[src/rtl/axis_spi_arbiter_if.sv]
// Stream bundle between the SPI arbiter and its requesters / shared SPI master.
// The master modport is the arbiter side and the slave modport is the environment side.
interface axis_spi_arbiter_if #(
  parameter int NUM_REQ = 2,
  parameter int WIDTH   = 8
);
  // requester MOSI streams
  logic [NUM_REQ-1:0]       req_tvalid;
  logic [NUM_REQ-1:0]       req_tready;
  logic [NUM_REQ-1:0]       req_tlast;
  logic [NUM_REQ-1:0]       req_tkeep;
  logic [NUM_REQ*WIDTH-1:0] req_tdata;
  // response streams back to requesters (shared data bus)
  logic [NUM_REQ-1:0]       rsp_tvalid;
  logic [NUM_REQ-1:0]       rsp_tready;
  logic [NUM_REQ-1:0]       rsp_tlast;
  logic [NUM_REQ-1:0]       rsp_tkeep;
  logic [WIDTH-1:0]         rsp_tdata;
  // stream into the SPI master
  logic                     mosi_tvalid;
  logic                     mosi_tready;
  logic                     mosi_tlast;
  logic                     mosi_tkeep;
  logic [WIDTH-1:0]         mosi_tdata;
  // stream out of the SPI master
  logic                     miso_tvalid;
  logic                     miso_tready;
  logic [WIDTH-1:0]         miso_tdata;

  modport master (
    input  req_tvalid, req_tlast, req_tkeep, req_tdata,
    output req_tready,
    output rsp_tvalid, rsp_tlast, rsp_tkeep, rsp_tdata,
    input  rsp_tready,
    output mosi_tvalid, mosi_tlast, mosi_tkeep, mosi_tdata,
    input  mosi_tready,
    input  miso_tvalid, miso_tdata,
    output miso_tready
  );

  modport slave (
    output req_tvalid, req_tlast, req_tkeep, req_tdata,
    input  req_tready,
    input  rsp_tvalid, rsp_tlast, rsp_tkeep, rsp_tdata,
    output rsp_tready,
    input  mosi_tvalid, mosi_tlast, mosi_tkeep, mosi_tdata,
    output mosi_tready,
    output miso_tvalid, miso_tdata,
    input  miso_tready
  );
endinterface

[src/rtl/axis_spi_arbiter.sv]
// axis_spi_arbiter: shares one SPI master between NUM_REQ AXI4-Stream requesters.
// One packet = one SPI transaction; the grant is held until every response byte
// for that packet has been delivered back to the owner.
// Build option: define AXIS_SPI_ARB_PRIORITY_EN for fixed lowest-index-wins
// priority; otherwise arbitration is round-robin.
module axis_spi_arbiter #(
  parameter int NUM_REQ = 2,
  parameter int WIDTH   = 8,
  parameter int MAX_OUT = 15
) (
  input  logic                 clock,
  input  logic                 reset,
  axis_spi_arbiter_if.master   bus,
  output logic [NUM_REQ-1:0]   grant_o,
  output logic                 busy_o,
  output logic                 stray_o
);

  localparam int CW = $clog2(MAX_OUT + 1);
  localparam int IW = (NUM_REQ > 2) ? 2 : 1;

  localparam logic [1:0] ST_IDLE  = 2'd0;
  localparam logic [1:0] ST_SEND  = 2'd1;
  localparam logic [1:0] ST_DRAIN = 2'd2;

  localparam logic [CW-1:0] CNT_MAX = CW'(MAX_OUT);
  localparam logic [CW-1:0] CNT_ONE = CW'(1);

  logic [1:0]         state_r;
  logic [NUM_REQ-1:0] grant_r;
  logic [CW-1:0]      cnt_r;
  logic [CW-1:0]      cnt_nxt_s;
  logic               stray_r;
  logic [IW-1:0]      gidx_s;
  logic [IW-1:0]      win_idx_s;
  logic [NUM_REQ-1:0] win_oh_s;
  logic               win_any_s;
  logic               send_s;
  logic               drain_s;
  logic               can_send_s;
  logic               fwd_s;
  logic               mosi_hs_s;
  logic               miso_dec_s;
  logic               stray_s;

  assign grant_o = grant_r;
  assign busy_o  = (state_r != ST_IDLE);
  assign stray_o = stray_r;

  // Binary index of the one-hot grant, used to steer the muxes.
  always_comb begin
    gidx_s = '0;
    for (int i = 0; i < NUM_REQ; i++) begin
      gidx_s = grant_r[i] ? IW'(i) : gidx_s;
    end
  end

`ifdef AXIS_SPI_ARB_PRIORITY_EN
  // Fixed priority: the lowest-index valid requester wins.
  always_comb begin
    win_idx_s = '0;
    win_any_s = |bus.req_tvalid;
    for (int i = NUM_REQ - 1; i >= 0; i--) begin
      win_idx_s = bus.req_tvalid[i] ? IW'(i) : win_idx_s;
    end
  end
`else
  logic [IW-1:0] last_r;
  logic [IW-1:0] cand_s;
  logic          hit_s;

  // Round-robin: search upward from the requester after the last winner.
  always_comb begin
    win_idx_s = '0;
    win_any_s = 1'b0;
    cand_s    = '0;
    hit_s     = 1'b0;
    for (int k = 0; k < NUM_REQ; k++) begin
      cand_s    = IW'((int'(last_r) + 1 + k) % NUM_REQ);
      hit_s     = !win_any_s && bus.req_tvalid[cand_s];
      win_idx_s = hit_s ? cand_s : win_idx_s;
      win_any_s = win_any_s | hit_s;
    end
  end

  // Last-winner pointer; after reset the search starts at requester 0.
  always_ff @(posedge clock) begin
    if (reset) begin
      last_r <= IW'(NUM_REQ - 1);
    end else if (state_r == ST_IDLE && win_any_s) begin
      last_r <= win_idx_s;
    end else begin
      last_r <= last_r;
    end
  end
`endif

  assign win_oh_s = NUM_REQ'(1) << win_idx_s;

  // Pass-through steering of the granted requester onto the master streams.
  always_comb begin
    send_s     = (state_r == ST_SEND);
    drain_s    = (state_r == ST_DRAIN);
    can_send_s = (cnt_r < CNT_MAX);
    // A MISO byte is only forwarded while a packet owns bytes in flight.
    fwd_s      = (send_s || drain_s) && (cnt_r != '0);

    bus.req_tready = '0;
    bus.rsp_tvalid = '0;
    bus.rsp_tlast  = '0;
    bus.rsp_tkeep  = '1;
    bus.rsp_tdata  = bus.miso_tdata;

    bus.mosi_tdata  = bus.req_tdata[int'(gidx_s)*WIDTH +: WIDTH];
    bus.mosi_tlast  = bus.req_tlast[gidx_s];
    bus.mosi_tkeep  = bus.req_tkeep[gidx_s];
    bus.mosi_tvalid = send_s && can_send_s && bus.req_tvalid[gidx_s];
    bus.req_tready[gidx_s] = send_s && can_send_s && bus.mosi_tready;

    bus.miso_tready = fwd_s ? bus.rsp_tready[gidx_s] : 1'b1;
    bus.rsp_tvalid[gidx_s] = fwd_s && bus.miso_tvalid;
    bus.rsp_tlast[gidx_s]  = fwd_s && drain_s && (cnt_r == CNT_ONE);

    mosi_hs_s  = bus.mosi_tvalid && bus.mosi_tready;
    miso_dec_s = fwd_s && bus.miso_tvalid && bus.rsp_tready[gidx_s];
    // Unowned bytes are always accepted and dropped.
    stray_s    = bus.miso_tvalid && !fwd_s;
  end

  // Outstanding-byte counter update; simultaneous send and return cancel out.
  always_comb begin
    case ({mosi_hs_s, miso_dec_s})
      2'b10:   cnt_nxt_s = cnt_r + CNT_ONE;
      2'b01:   cnt_nxt_s = cnt_r - CNT_ONE;
      default: cnt_nxt_s = cnt_r;
    endcase
  end

  // Packet FSM: grant, send until tlast, drain responses, release.
  always_ff @(posedge clock) begin
    if (reset) begin
      state_r <= ST_IDLE;
      grant_r <= '0;
      cnt_r   <= '0;
      stray_r <= 1'b0;
    end else begin
      cnt_r   <= cnt_nxt_s;
      stray_r <= stray_s;
      case (state_r)
        ST_IDLE: begin
          if (win_any_s) begin
            grant_r <= win_oh_s;
            state_r <= ST_SEND;
          end else begin
            grant_r <= '0;
            state_r <= ST_IDLE;
          end
        end
        ST_SEND: begin
          if (mosi_hs_s && bus.mosi_tlast) begin
            state_r <= ST_DRAIN;
          end else begin
            state_r <= ST_SEND;
          end
        end
        ST_DRAIN: begin
          if (cnt_nxt_s == '0) begin
            grant_r <= '0;
            state_r <= ST_IDLE;
          end else begin
            state_r <= ST_DRAIN;
          end
        end
        default: begin
          grant_r <= '0;
          state_r <= ST_IDLE;
        end
      endcase
    end
  end

endmodule

[src/flat_wrapper.sv]
// flat-port wrapper written by rule: the top's interface ports become plain ports
module axis_spi_arbiter_flat 
#(
  parameter int NUM_REQ = 2,
  parameter int WIDTH   = 8,
  parameter int MAX_OUT = 15
)
  (clock, reset, grant_o, busy_o, stray_o, bus_req_tvalid, bus_req_tlast, bus_req_tkeep, bus_req_tdata, bus_req_tready, bus_rsp_tvalid, bus_rsp_tlast, bus_rsp_tkeep, bus_rsp_tdata, bus_rsp_tready, bus_mosi_tvalid, bus_mosi_tlast, bus_mosi_tkeep, bus_mosi_tdata, bus_mosi_tready, bus_miso_tvalid, bus_miso_tdata, bus_miso_tready);
  axis_spi_arbiter_if #(.NUM_REQ(NUM_REQ), .WIDTH(WIDTH)) bus_i ();
  input  logic clock;
  input  logic reset;
  output logic [NUM_REQ-1:0] grant_o;
  output logic busy_o;
  output logic stray_o;
  input wire logic [$bits(bus_i.req_tvalid)-1:0] bus_req_tvalid;
  input wire logic [$bits(bus_i.req_tlast)-1:0] bus_req_tlast;
  input wire logic [$bits(bus_i.req_tkeep)-1:0] bus_req_tkeep;
  input wire logic [$bits(bus_i.req_tdata)-1:0] bus_req_tdata;
  output wire logic [$bits(bus_i.req_tready)-1:0] bus_req_tready;
  output wire logic [$bits(bus_i.rsp_tvalid)-1:0] bus_rsp_tvalid;
  output wire logic [$bits(bus_i.rsp_tlast)-1:0] bus_rsp_tlast;
  output wire logic [$bits(bus_i.rsp_tkeep)-1:0] bus_rsp_tkeep;
  output wire logic [$bits(bus_i.rsp_tdata)-1:0] bus_rsp_tdata;
  input wire logic [$bits(bus_i.rsp_tready)-1:0] bus_rsp_tready;
  output wire logic [$bits(bus_i.mosi_tvalid)-1:0] bus_mosi_tvalid;
  output wire logic [$bits(bus_i.mosi_tlast)-1:0] bus_mosi_tlast;
  output wire logic [$bits(bus_i.mosi_tkeep)-1:0] bus_mosi_tkeep;
  output wire logic [$bits(bus_i.mosi_tdata)-1:0] bus_mosi_tdata;
  input wire logic [$bits(bus_i.mosi_tready)-1:0] bus_mosi_tready;
  input wire logic [$bits(bus_i.miso_tvalid)-1:0] bus_miso_tvalid;
  input wire logic [$bits(bus_i.miso_tdata)-1:0] bus_miso_tdata;
  output wire logic [$bits(bus_i.miso_tready)-1:0] bus_miso_tready;
  assign bus_i.req_tvalid = bus_req_tvalid;
  assign bus_i.req_tlast = bus_req_tlast;
  assign bus_i.req_tkeep = bus_req_tkeep;
  assign bus_i.req_tdata = bus_req_tdata;
  assign bus_req_tready = bus_i.req_tready;
  assign bus_rsp_tvalid = bus_i.rsp_tvalid;
  assign bus_rsp_tlast = bus_i.rsp_tlast;
  assign bus_rsp_tkeep = bus_i.rsp_tkeep;
  assign bus_rsp_tdata = bus_i.rsp_tdata;
  assign bus_i.rsp_tready = bus_rsp_tready;
  assign bus_mosi_tvalid = bus_i.mosi_tvalid;
  assign bus_mosi_tlast = bus_i.mosi_tlast;
  assign bus_mosi_tkeep = bus_i.mosi_tkeep;
  assign bus_mosi_tdata = bus_i.mosi_tdata;
  assign bus_i.mosi_tready = bus_mosi_tready;
  assign bus_i.miso_tvalid = bus_miso_tvalid;
  assign bus_i.miso_tdata = bus_miso_tdata;
  assign bus_miso_tready = bus_i.miso_tready;
  axis_spi_arbiter #(.NUM_REQ(NUM_REQ), .WIDTH(WIDTH), .MAX_OUT(MAX_OUT)) u_core (.clock(clock), .reset(reset), .bus(bus_i), .grant_o(grant_o), .busy_o(busy_o), .stray_o(stray_o));
endmodule
[config.mk]
export PLATFORM = sky130hd
export DESIGN_NAME = axis_spi_arbiter_flat
export DESIGN_NICKNAME = d
export VERILOG_FILES = /design/src/rtl/axis_spi_arbiter_if.sv /design/src/rtl/axis_spi_arbiter.sv /design/src/flat_wrapper.sv
export SDC_FILE = /design/constraint.sdc
export NUM_CORES = 1
export LEC_CHECK = 0
export BUFFER_PORTS_ARGS = -buffer_cell sky130_fd_sc_hd__buf_2
export CORE_UTILIZATION = 42
export CTS_BUF_LIST = sky130_fd_sc_hd__clkbuf_8
export CTS_CLUSTER_SIZE = 16
export DETAILED_ROUTE_END_ITERATION = 10
export PLACE_DENSITY = 0.81
export SYNTH_ARGS = -nofsm -noshare
export SYNTH_HDL_FRONTEND = slang
export SYNTH_SLANG_ARGS = --single-unit
[constraint.sdc]
create_clock -name clock -period 4.04 [get_ports clock]
set_clock_uncertainty 0.1 [all_clocks]
set_input_delay 0.808 -clock clock [delete_from_list [all_inputs] [get_ports clock]]
set_output_delay 0.808 -clock clock [all_outputs]
set_load 0.02 [all_outputs]
==> flow_summary.json, run 1 <==
{
  "status": "completed",
  "synth_warnings": 0,
  "ys.flop_type": "dfxtp_1",
  "tns_ns": 0,
  "wl_um": 2460,
  "multiInputGateArea_um2": 617,
  "cp_cell_sequence": "inv_1, ha_1, a21boi_0, nand2_1, nor2_1, inv_1, ha_1, mux2_2, or3_1, a32oi_1, nand3b_1, mux2i_1",
  "synth_top_area_share": 0.210,
  "dieWidth_um": 49.7,
  "antenna_cells": 0,
  "wl_per_cell_um": 13.5,
  "rows": 16,
  "crit_arrival_ns": 3.29,
  "synth_top_area_cell": "dfxtp_1",
  "finalHoldViolations": 0,
  "synth_edf_count": 0,
  "postLayoutCoreUtil": 0.589,
  "netlist_instances": 114,
  "cts_tree": "built",
  "drt_first_pass_iters": 4,
  "cts_root_buf": "clkbuf_8",
  "grt_pass1_vias": 860,
  "min_path_cells": 2,
  "cp_slowest_cell": "dfxtp_1",
  "cp.required_ns": 4.07,
  "avgSynthCellArea_um2": 8.37,
  "hp-start": "u_core.grant_o[0]",
  "fin_nets": 201,
  "syn_to_final_growth_pct": 26.1,
  "worst_setup_path_start_kind": "flip-flop",
  "ant_nets": 0,
  "ys_ff_latch": 10,
  "routed_via_density": 5.23,
  "vias": 951,
  "crit_buf_inv": 2,
  "maxCapViolations": 0,
  "cts_inserted_buffers": 3,
  "drive_above_1_share": 0.458,
  "synth-async-reset-ratio": 0,
  "post_cts_resize_count": 0,
  "drc": 0,
  "antenna_found_initial": 0,
  "cts_buffer_depth": 2,
  "synthDistinctLibCells": 38,
  "core_area_mm2": 0.00204,
  "clk_latency_ns": 0.24,
  "dieArea_mm2": 0.00247,
  "total_power_mw": 0.333,
  "setup_viol": 0,
  "path_clk_slew_ns": 0.05,
  "seqCellArea_um2": 200,
  "rr_startpoint": "u_core.cnt_r[0]",
  "grt_max_degree": 17,
  "synthTopCellsByArea": "dfxtp_1, mux2_2, ha_1",
  "hold_buffers": 0,
  "ir_drop_mv": 0.130,
  "io_buffers": 49,
  "post_cts_buffers": 0,
  "clock-sinks": 10,
  "drtIter0Drc": 37,
  "critPathKind": "flip-flop to flip-flop",
  "critPathTopFamily": "simple AND/OR/NAND/NOR gates",
  "p_leak_nw": 0.590,
  "worst_slack_ns": 0.779,
  "fill_cells": 191,
  "synth_most_common_cell": "inv_1",
  "r2r-end": "u_core.grant_o[1]",
  "die_h_um": 49.7,
  "rr_worst_depth": 12,
  "p_per_area_mw_per_mm2": 276,
  "finalCritPeriodShare": 0.807,
  "end_kind": "flip-flop",
  "grt_overflow": 0,
  "dpl_worst_slack_ns": 0.815,
  "worstHoldPathType": "flip-flop to flip-flop",
  "whs_ns": 0.363,
  "syn_area_um2": 955,
  "maxClockFrequency_mhz": 307,
  "yosysSeqAreaShare": 0.210,
  "grt_pass1_wl_um": 3840,
  "grt_setup_unrepaired": "false",
  "period_minus_slack_ns": 3.26,
  "holdPathEnd": "u_core.grant_o[0]",
  "track_usage": 0.200,
  "r2r_setup_slack_ns": 0.78,
  "critPathMaxStageDelay_ns": 0.50,
  "drv_slew": 0,
  "ios": 68,
  "synth_common_cells": "inv_1, buf_4, mux2_2",
  "htreeDepth": 1,
  "dp_hpwl_um": 1940,
  "initial_core_util": 0.468,
  "place.gp.congestion": 0.966,
  "cp_max_fo": 9
}
layout make-up:
class | count | area share
multi-input combinational | 79 | 0.512
timing repair buffer | 50 | 0.210
sequential | 10 | 0.166
clock buffer | 4 | 0.0457
inverter | 12 | 0.0374
tap | 27 | 0.0281
worst max-delay path by stage:
stage / from / end / slack (ns) / cells past startpoint
after floorplan: u_core.cnt_r[0] / u_core.grant_o[0] / 1.19 / 12
after global placement: u_core.cnt_r[0] / u_core.grant_o[0] / 0.79 / 12
after detailed placement: u_core.cnt_r[0] / u_core.grant_o[0] / 0.81 / 12
after CTS: u_core.cnt_r[0] / u_core.grant_o[0] / 0.80 / 12
after global routing: u_core.cnt_r[0] / u_core.grant_o[0] / 0.53 / 12
final: u_core.cnt_r[0] / u_core.grant_o[1] / 0.78 / 12
per-layer routing:
metal	track usage	wire [um]	share of wire	vias to the layer above
li1	-	-	-	480
met1	0.245	1130	0.46	436
met2	0.349	1210	0.49	30
met3	0.00926	82	0.033	5
met4	0.105	36	0.015	0
met5	0	0	0	-
metrics by stage:
step	area (um2)	instances
global placement	1150	178
finish	1200	182
floorplan	958	115
detailed placement	1150	178
CTS	1200	182
global route	1200	182
cells by family (layout without fill, tap and decap cells):
group | after synthesis | after routing | share of synthesized area
other | 1 | 2 | 0.00393
adders and majority gates | 9 | 9 | 0.118
buffers and inverters | 26 | 66 | 0.148
DFF | 10 | 10 | 0.210
muxes | 15 | 15 | 0.172
AOI/OAI and AO/OA | 21 | 21 | 0.177
and+or+nand+nor | 32 | 32 | 0.172
cell usage in the layout, fill, tap and decap left out, drive strengths merged, types with 2 or more instances in the layout:
cell and n:
buf 50, inv 12, mux2 11, nor2 10
dfxtp 10, ha 9, nand2 8, mux2i 4
clkbuf 4, a211oi 4, nand3 3, o21ai 2
o2111ai 2, or3 2, o31ai 2, conb 2
sequential cells by signal, indices dropped and copies added, names as in the netlist:
name / count
u_core.cnt_r: 4
u_core.grant_o: 2
u_core.state_r: 2
u_core.last_r: 1
u_core.stray_o: 1
worst register-to-register path, cell delays in order (launching register included):
cell	delay, ns
dfxtp_1	0.50
inv_1	0.12
ha_1	0.25
a21boi_0	0.36
nand2_1	0.15
nor2_1	0.18
inv_1	0.07
ha_1	0.27
mux2_2	0.29
or3_1	0.32
a32oi_1	0.22
nand3b_1	0.17
mux2i_1	0.15
report_power, final:
part	internal [mW]	total [mW]	switching (mW)	leakage (nW)
combinational	0.0416	0.0959	0.0544	0.480
sequential	0.104	0.109	0.00483	0.0818
clock	0.0858	0.128	0.0418	0.0288
total	0.232	0.333	0.101	0.590
No activity file was read; power rests on OpenSTA's default activity.
==> run 2: changes to the inputs <==
==> constraint.sdc (replaced) <==
create_clock -name clock -period 3.35 [get_ports clock]
set_clock_uncertainty 0.1 [all_clocks]
set_input_delay 0.67 -clock clock [delete_from_list [all_inputs] [get_ports clock]]
set_output_delay 0.67 -clock clock [all_outputs]
set_load 0.02 [all_outputs]
==> flow_summary.json, run 2 (synthesis results as in run 1) <==
{
  "highest_layer": "met4",
  "dpl_worst_slack_ns": 0.324,
  "placed_area_mm2": 0.00116,
  "p_leak_nw": 0.596,
  "hold_buffers": 0,
  "clk_latency_ns": 0.24,
  "end_kind": "flip-flop",
  "largest_register_ffs": 4,
  "critPathKind": "flip-flop to flip-flop",
  "syn_to_final_growth_pct": 26.9,
  "fin_nets": 202,
  "maxClockFrequency_mhz": 324,
  "grt_pass1_vias": 877,
  "drc": 0,
  "cp.depth": 12,
  "dp_hpwl_um": 1950,
  "power.internal_mw": 0.280,
  "combPwrFrac": 0.293,
  "fin_area_mm2": 0.00121,
  "grt_pass1_wl_um": 3850,
  "rows": 16,
  "place.gp.congestion": 0.907,
  "initial_core_util": 0.468,
  "swShare": 0.300,
  "cts_tree": "built",
  "status": "completed",
  "cp.required_ns": 3.37,
  "mostFrequentLayoutCells": "buf_2, inv_1, mux2_2",
  "fill_cells": 196,
  "critPathTopFamily": "simple AND/OR/NAND/NOR gates",
  "min_path_cells": 2,
  "met3WireLength_um": 128,
  "p_sw_mw": 0.120,
  "post_cts_buffers": 0,
  "cts_buffer_depth": 2,
  "antenna_cells": 0,
  "dp.cells": 179,
  "maxCapViolations": 0,
  "total_power_mw": 0.400,
  "vias": 957,
  "grt_setup_unrepaired": "false",
  "crit_path_start": "u_core.cnt_r[0]",
  "power_frac_seq": 0.329,
  "grt_max_degree": 17,
  "clock-sinks": 10,
  "worstHoldPathType": "flip-flop to flip-flop",
  "wl_met2_um": 1210,
  "dieArea_mm2": 0.00247,
  "period_minus_slack_ns": 3.09,
  "antenna_found_initial": 0,
  "die_h_um": 49.7,
  "p_per_area_mw_per_mm2": 330,
  "worst_setup_path_start_kind": "flip-flop",
  "rr_worst_depth": 12,
  "cts_inserted_buffers": 3,
  "track_usage": 0.204,
  "cp_slowest_cell": "dfxtp_1",
  "m1WireLength_um": 1100,
  "cp-endpoint": "u_core.grant_o[0]",
  "top_register": "u_core.cnt_r",
  "cp_max_fo": 9,
  "r2r_setup_slack_ns": 0.26,
  "fin_cells": 183,
  "post_cts_resize_count": 0,
  "hp-start": "u_core.grant_o[0]",
  "r2r-end": "u_core.grant_o[0]",
  "power.share.clock": 0.379,
  "routed_via_density": 5.23,
  "critPathMaxStageDelay_ns": 0.48,
  "drtIter0Drc": 14,
  "tns_ns": 0,
  "worst_slack_ns": 0.260,
  "drv_slew": 0,
  "wl_um": 2470,
  "finalHoldViolations": 0,
  "drt_first_pass_iters": 4,
  "ir_drop_mv": 0.284,
  "ant_nets": 0,
  "rr_startpoint": "u_core.cnt_r[0]",
  "crit_buf_inv": 2,
  "setup_viol": 0,
  "core_area_mm2": 0.00204,
  "io_buffers": 49,
  "final_common_cell": "buf_2",
  "cp_cell_sequence": "inv_1, ha_1, a21boi_0, nand2_1, nor2_1, inv_1, ha_1, mux2_2, or3_1, a32oi_1, nand3b_1, mux2i_1",
  "cts_root_buf": "clkbuf_8",
  "grt_overflow": 0,
  "dieWidth_um": 49.7,
  "ios": 68,
  "finalCritPeriodShare": 0.922,
  "drive_above_1_share": 0.462,
  "wl_per_cell_um": 13.5,
  "path_clk_slew_ns": 0.05,
  "htreeDepth": 1,
  "crit_arrival_ns": 3.11
}
[run 2: cell count changes in the layout (fill, tap and decap cells not counted), sizes merged]
cell  change
buf       +1
[run 2: worst min-delay path by stage]
stage	slack [ns]	end
floorplan	0.36	u_core.last_r
global placement	0.35	u_core.grant_o[0]
detailed placement	0.36	u_core.grant_o[0]
CTS	0.37	u_core.grant_o[0]
global route	0.39	u_core.grant_o[0]
finish	0.37	u_core.grant_o[0]
[run 2: tightest hold or removal path, stage by stage, from the launching register on]
cell,delay (ns)
dfxtp_1,0.30
nand2_1,0.05
mux2i_1,0.06
[run 2: power groups by stage]
stage / clock network (mW) / registers (mW) / logic, mW
finish: 0.151 / 0.131 / 0.117
global route: 0.163 / 0.132 / 0.127
CTS: 0.156 / 0.131 / 0.117
detailed placement: 0 / 0.134 / 0.116
global placement: 0 / 0.134 / 0.113
floorplan: 0 / 0.134 / 0.0890
[run 2: cell type report]
type                       count  area (um2)  area share
tap                           27        33.8      0.0279
multi-input combinational     79         617       0.509
clock buffer                   4        55.1      0.0455
timing repair buffer          51         260       0.215
inverter                      12        45.0      0.0372
sequential                    10         200       0.165
[run 2: layer usage]
metal,vias to the layer above,GRT usage
li1,482,-
met1,440,0.253
met2,30,0.340
met3,5,0.0525
met4,0,0.0667
met5,-,0
[run 2: stage by stage]
step	utilization	hold WS [ns]
after floorplan	-	0.360
after global placement	0.566	0.354
after detailed placement	0.566	0.361
after CTS	0.593	0.366
after global routing	0.593	0.392
final	0.593	0.365
